<file path="src/rtl/fifo_wr_arbiter.sv">
// Round-robin arbiter sharing one synchronous FIFO write port among NUM_REQ requesters.
// A grant is held for up to BURST accepted words. Writes stall while the FIFO reports full.
module fifo_wr_arbiter #(
    parameter int WIDTH   = 8,
    parameter int NUM_REQ = 4,
    parameter int BURST   = 4,
    parameter int BURST_W = 3,
    parameter int IDX_W   = 2
) (
    input  logic                     i_clk,
    input  logic                     i_rst,
    input  logic [NUM_REQ-1:0]       i_req,
    input  logic [NUM_REQ*WIDTH-1:0] i_req_data,
    output logic [NUM_REQ-1:0]       o_ack,
    output logic [NUM_REQ-1:0]       o_gnt,
    input  logic                     i_fifo_full,
    output logic                     o_fifo_wr,
    output logic [WIDTH-1:0]         o_fifo_data,
    output logic                     o_busy
);

    typedef enum logic {
        ST_IDLE,
        ST_BUSY
    } state_t;

    state_t               r_state;
    state_t               w_state_nx;
    logic [NUM_REQ-1:0]   r_gnt;
    logic [NUM_REQ-1:0]   w_gnt_nx;
    logic [IDX_W-1:0]     r_gidx;
    logic [IDX_W-1:0]     w_gidx_nx;
    logic [IDX_W-1:0]     r_last;
    logic [IDX_W-1:0]     w_last_nx;
    logic [BURST_W-1:0]   r_cnt;
    logic [BURST_W-1:0]   w_cnt_nx;
    logic [IDX_W-1:0]     w_base;
    logic [IDX_W-1:0]     w_pick;
    logic                 w_found;
    logic                 w_busy;
    logic                 w_xfer;
    logic                 w_release;

    assign w_busy    = (r_state == ST_BUSY);
    assign w_xfer    = w_busy & i_req[r_gidx] & ~i_fifo_full;
    assign w_release = w_busy & (~i_req[r_gidx] |
                                 (w_xfer & (r_cnt == BURST_W'(BURST - 1))));

    // While busy the current owner becomes lowest priority for the hand-over pick.
    assign w_base = w_busy ? r_gidx : r_last;

    always_comb begin
        logic [IDX_W-1:0] idx;
        w_pick  = '0;
        w_found = 1'b0;
        idx     = '0;
        for (int k = 1; k <= NUM_REQ; k++) begin
            idx = IDX_W'((int'(w_base) + k) % NUM_REQ);
            if (!w_found && i_req[idx]) begin
                w_pick  = idx;
                w_found = 1'b1;
            end
        end
    end

    always_comb begin
        w_state_nx = r_state;
        w_gnt_nx   = r_gnt;
        w_gidx_nx  = r_gidx;
        w_last_nx  = r_last;
        w_cnt_nx   = r_cnt;
        case (r_state)
            ST_IDLE: begin
                if (w_found) begin
                    w_state_nx = ST_BUSY;
                    w_gnt_nx   = {{(NUM_REQ-1){1'b0}}, 1'b1} << w_pick;
                    w_gidx_nx  = w_pick;
                    w_cnt_nx   = '0;
                end
            end
            ST_BUSY: begin
                if (w_release) begin
                    w_last_nx = r_gidx;
                    w_cnt_nx  = '0;
                    if (w_found) begin
                        w_gnt_nx  = {{(NUM_REQ-1){1'b0}}, 1'b1} << w_pick;
                        w_gidx_nx = w_pick;
                    end else begin
                        w_state_nx = ST_IDLE;
                        w_gnt_nx   = '0;
                    end
                end else if (w_xfer) begin
                    w_cnt_nx = r_cnt + 1'b1;
                end
            end
            default: begin
                w_state_nx = ST_IDLE;
                w_gnt_nx   = '0;
            end
        endcase
    end

    always_ff @(posedge i_clk) begin
        if (i_rst) begin
            r_state <= ST_IDLE;
            r_gnt   <= '0;
            r_gidx  <= '0;
            r_last  <= IDX_W'(NUM_REQ - 1);
            r_cnt   <= '0;
        end else begin
            r_state <= w_state_nx;
            r_gnt   <= w_gnt_nx;
            r_gidx  <= w_gidx_nx;
            r_last  <= w_last_nx;
            r_cnt   <= w_cnt_nx;
        end
    end

    // Reset forces the write side quiet even before the registers have cleared.
    assign o_fifo_wr   = w_xfer & ~i_rst;
    assign o_busy      = w_busy & ~i_rst;
    assign o_ack       = r_gnt & {NUM_REQ{o_fifo_wr}};
    assign o_gnt       = r_gnt;
    assign o_fifo_data = w_busy ? i_req_data[r_gidx*WIDTH +: WIDTH] : '0;

endmodule

</file>
<file path="config.mk">
export PLATFORM = sky130hd
export DESIGN_NAME = fifo_wr_arbiter
export DESIGN_NICKNAME = d
export VERILOG_FILES = /design/src/rtl/fifo_wr_arbiter.sv
export SDC_FILE = /design/constraint.sdc
export NUM_CORES = 1
export LEC_CHECK = 0
export ABC_AREA = 1
export BUFFER_PORTS_ARGS = -buffer_cell sky130_fd_sc_hd__buf_2
export CAP_MARGIN = 10
export CORE_MARGIN = 4
export CORE_UTILIZATION = 46
export DETAILED_ROUTE_END_ITERATION = 10
export PLACE_DENSITY_LB_ADDON = 0.25
export SYNTH_ARGS = -nofsm -noshare
export SYNTH_HDL_FRONTEND = slang
export SYNTH_SLANG_ARGS = --single-unit
</file>
<file path="constraint.sdc">
create_clock -name i_clk -period 2.1 [get_ports i_clk]
set_clock_uncertainty 0.1 [all_clocks]
set_input_delay 0.315 -clock i_clk [delete_from_list [all_inputs] [get_ports i_clk]]
set_output_delay 0.315 -clock i_clk [all_outputs]
set_load 0.02 [all_outputs]
</file>
======== After elaboration in Yosys (flattened, before gate mapping) ========
Cells that the tools add are included.
word-level totals
  input bits .............................. 39
  memories ................................ 0
  output and inout bits ................... 18
  memory bits (writable) .................. 0
  latch bits .............................. 0
  register bits ........................... 12
  memory bits (read-only) ................. 0
operators by class
  shifts and indexed selects .............. 2
  reduce and logical (&&, ||, !) cells .... 9
  divide/modulo/power cells ............... 0
  bitwise gates (word level) .............. 12
  add/subtract/negate cells ............... 5
  eq/ne operators ......................... 4
  magnitude comparators ................... 5
  multiply operators ...................... 0
  multiplexer cells ....................... 34
operators by type and width
  operator                                                    count
  variable part select 32 x 6 -> 8 bit                        1
  less-than comparator 2 x 3 -> 1 bit, second input constant  5
  two-way mux 2 bit                                           7
  two-way mux 4 bit                                           3
  two-way mux 1 bit                                           11
  binary-select mux 1 bit (select 2 bit)                      5
  two-way mux 3 bit                                           3
  two-way mux 8 bit                                           1
  case mux 4 bit (2 select lines)                             1
  AND 1 bit                                                   6
  case mux 3 bit (2 select lines)                             1
  AND reduction 2 bit                                         3
  adder 2 x 1 -> 2 bit, second input constant                 2
  adder 2 bit, second input constant                          2
  AND 4 bit                                                   1
  inverter 1 bit                                              4
  case mux 2 bit (2 select lines)                             1
  left shift 1 x 2 -> 4 bit, first input constant             1
  adder 3 x 1 -> 3 bit, second input constant                 1
  equality test 3 x 2 -> 1 bit, second input constant         1
  logical AND 1 bit                                           3
  logical NOT 1 bit                                           3
  != test 3 x 1 -> 1 bit, second input constant               1
  != test 2 x 1 -> 1 bit, second input constant               1
  3 further kinds                                             3

======== Longest topological paths before layout ========
  depth in word-level cells ............... 18
  mapped depth ............................ 16

======== Worst setup path after synthesis ========
OpenSTA, ideal clock, no wires.
  path kind ............................... register to output
  start ................................... reg r_gidx[0]
  end ..................................... out o_ack[0]
  setup slack ............................. 443 ps
  arrival ................................. 1242 ps
  cell stages (with the launch flop) ...... 9
  cell sequence ........................... dfxtp_1 -> buf_6 -> a21oi_1 -> o21ai_0 -> nand2_1 -> nand2_1 -> nor2_1 -> nand2_1 -> nor2_1
between the ends
  longest elaborated chain between the ends .. 6
ends and longest elaborated chain
  element                                  RTL line  text
  from (decl)                              31        logic [IDX_W-1:0] r_gidx;
  from (signal assigned)                   113       r_gidx <= w_gidx_nx;
  binary-select mux 1 bit (select 2 bit)   45        assign w_xfer = w_busy & i_req[r_gidx] & ~i_fifo_full;
  two-way mux 1 bit (implied by the code)  45
  AND 1 bit (2 in series)                  45
  AND 1 bit                                120       assign o_fifo_wr = w_xfer & ~i_rst;
  AND 4 bit                                122       assign o_ack = r_gnt & {NUM_REQ{o_fifo_wr}};
  to (decl)                                14        output logic [NUM_REQ-1:0] o_ack,
No other way between the ends. The select of a mux whose other input is x is not followed.

======== Worst setup path in the final report ========
  start ................................... reg r_gidx[0]
  end ..................................... out o_ack[3]
The elaborated chain is that of the path after synthesis.

==> PnR_summary.wiki <==
{| class="wikitable"
! Metric !! Value
|-
| Status || finished clean
|-
| Total Wirelength || 3140 µm
|-
| Number of enable-type register cells in the synthesized netlist || 0
|-
| Crit path kind || register to primary output
|-
| Overflow left after global routing || 0
|-
| Chip width || approximately 60 µm
|-
| Cell area power density || 1460 nW/µm²
|-
| Clock latency at the later pin of the worst-skew pair || roughly 280 ps
|-
| Max VDD drop || 1.03 mV
|-
| Synthesized netlist net count || approximately 240
|-
| Clock slew at reported path FFs || 80 ps
|-
| Met3 usage in global routing || under 10%
|-
| Total number of yosys warnings || 0
|-
| Most repeated cell in the gate-level netlist after synthesis || sky130_fd_sc_hd__nand2_1
|-
| Final cycle utilization of the critical path || 93.1%
|-
| Endpoint kind of the worst setup timing path || primary output
|-
| Area of the mapped netlist || ~1200 µm²
|-
| Max Buffers Root-to-Sink || 2
|-
| Most Crowded Layer GR || met2
|-
| Clk root buf || sky130_fd_sc_hd__clkbuf_4
|-
| Total die area || 3530 µm²
|-
| Ratio of cells with drive above 1 in the final layout || ~40%
|-
| Ports || 57
|-
| Floorplan die height || approximately 59 µm
|-
| Post-synthesis cell type with the largest combined area || sky130_fd_sc_hd__dfxtp_1
|-
| Post-synthesis share of cell area spent on full adders, half adders and majority gates || under 10%
|-
| Register area share after synthesis || between 10% and 20%
|-
| Fraction of synthesized area in multiplexers || 0%
|-
| Layout area overhead || 30.0%
|-
| Weighted congestion reported at the end of routability-driven placement || about 0.87
|-
| RSZ-0062 raised after global routing || yes
|-
| FFs w/ async S/R, synth || 0%
|-
| Proportion of netlist area held by the largest area contributor || between 10% and 20%
|-
| Starting Density || about half
|-
| Post-Syn Area per Cell || approximately 6.0 µm²
|-
| Combinational family with the most area after synthesis || simple AND/OR/NAND/NOR gates
|-
| Starting DRC count in detailed routing || 59
|-
| CP max FO || 5
|-
| Count of buffers inserted at the top-level ports || between 50 and 60
|-
| Number of vias per cell || 4.93
|-
| Maximum number of pins on one net before global-route repair || 17
|-
| Most frequent cells after synthesis || sky130_fd_sc_hd__nand2_1 (44), sky130_fd_sc_hd__nor2_1 (28), sky130_fd_sc_hd__inv_1 (26)
|-
| CTS buffer count || 3
|-
| Number of nets in the layout || 303
|-
| Antenna violations before repair || 0
|-
| Hold violation count in the final report || 0
|-
| Count of TritonRoute iterations in the first routing pass || 4
|-
| Number of synthesized register bits || 12
|-
| Post-synthesis xor/xnor area fraction || 0%
|-
| Maximum achievable frequency || a little over 0.5 GHz
|-
| Wire length of the first global-routing pass || about 5400 µm
|-
| Simple-gate portion of the synthesized area || between 40% and 50%
|-
| Core outline area || between 2000 and 2500 µm²
|-
| Cell row count || 18
|-
| Headroom to the max-slew limit || approximately 73%
|-
| Compound-Gate Fraction of Synth Area || between 10% and 20%
|-
| Post-Synthesis Cells || roughly 200
|-
| Startpoint type of the worst setup path || register
|-
| Number of max-cap violations || 0
|-
| Final setup viols || 0
|-
| Required arrival time at the worst endpoint || approximately 1700 ps
|-
| Via count of the first global-routing pass || roughly 1300
|-
| Final Critical Period || around 2000 ps
|-
| Library cells used by synthesis || 24
|-
| Overall power || between 2000 and 2500 µW
|-
| DR vias || between 1000 and 1500
|-
| Dominant cells by area after synthesis || sky130_fd_sc_hd__dfxtp_1 (20%), sky130_fd_sc_hd__nand2_1 (14%), sky130_fd_sc_hd__nor2_1 (8.6%)
|-
| Final routed wire length divided by cell count || 10.8 µm
|-
| Final standard cell utilization of the core || ~63%
|-
| Number of antenna repair diodes || 0
|-
| Number of sinks driven by the clock tree || 12
|-
| DRC viols || 0
|-
| Deepest level of the CTS H-tree || 1
|-
| TritonCTS clock tree || done
|-
| Worst-margin pin slew || about 400 ps
|-
| Arrival time at the worst endpoint || between 1500 and 2000 ps
|-
| Hpwl dp || about 2600 µm
|-
| Dominant register cell in the synthesized netlist || sky130_fd_sc_hd__dfxtp_1
|-
| Min-Delay Path Class || input port to register
|-
| Final antenna-violating net count || 0
|-
| Met1 Usage GRT || a little over a quarter
|-
| Met2 layer usage reported by global route || a little under a third
|-
| Tot GR Track Use || 19.4%
|-
| Number of pins exceeding their max-slew limit in the final report || 0
|-
| Leakage dissipation || between 0.0008 and 0.0009 µW
|}
## critical path, stage by stage, from the launching register on
cell and delay, ps:
sky130_fd_sc_hd__dfxtp_4 390, sky130_fd_sc_hd__inv_4 50, sky130_fd_sc_hd__a21oi_2 100, sky130_fd_sc_hd__o21ai_1 70, sky130_fd_sc_hd__nand2_1 110, sky130_fd_sc_hd__nand2_1 70, sky130_fd_sc_hd__nor2_2 120, sky130_fd_sc_hd__nand2_2 90
sky130_fd_sc_hd__nor2_1 110, sky130_fd_sc_hd__buf_4 150
## logic make-up after synthesis
group | after synthesis
compound gates | 43
buf+inv | 36
flops | 12
fa+ha+maj | 2
simple gates | 110
## report_power, final
part / internal [µW] / leakage [µW] / total (µW) / switching (µW)
Clock: 105 / 0.0000210 / 188 / 82.3
Sequential: 307 / 0.0000998 / 383 / 75.3
Combinational: 593 / 0.000744 / 1740 / 1140
## state kept, by name, summed over array words and instances, names as in the netlist
register,cells
r_last,2
r_gidx,2
o_gnt,4
r_cnt,3
r_state,1
## final cells by class
| cell class | count | area [µm²] |
|---|---|---|
| Inverter | 31 | 126 |
| Sequential cell | 12 | 246 |
| Timing Repair Buffer | 59 | 308 |
| Multi-Input combinational cell | 155 | 827 |
| Fill cell | 256 | 918 |
| Tap cell | 30 | 37.5 |
| Clock buffer | 4 | 36.3 |
## layout by cell type, fill, tap and decap left out, drive strengths merged
cell type and instances:
o21ai 21, nand3 13, o31ai 1, ha 2, o22ai 7, a221oi 2, nand4 3, dfxtp 12
inv 31, a21oi 12, clkbuf 4, buf 59, nor2 30, nand2 64
## final timing paths
path	start	endpoint	slack (ps)	cells past startpoint
max reg2reg	r_cnt[0]	o_gnt[0]	260	10
min	i_rst	o_gnt[0]	250	2
min reg2reg	r_cnt[1]	r_cnt[1]	370	2
max	r_gidx[0]	o_ack[3]	150	9
## per-layer routing
layer,wire length (µm),share of wire (%)
met3,128,4.1
met4,17,0.54
met1,1490,48
met5,0,0
met2,1500,48
## stage by stage
step	setup TNS (ps)	hold WS, ps	instance area (µm²)	setup WS [ps]	std cells
after floorplan	0	335	1220	443	203
after global placement	0	364	1520	193	286
after detailed placement	0	365	1520	192	286
after CTS	0	232	1550	4.01	290
after global routing	-51.3	239	1580	-37.2	291
final	0	247	1580	146	291
## what timing repair did
action,4_1_cts,5_1_grt
hold buffers,0,0
resized for setup,1,13
buffers inserted,0,1
pin swaps,0,3
endpoints found under the setup margin,8,11
No activity file was read; power rests on OpenSTA's default activity.
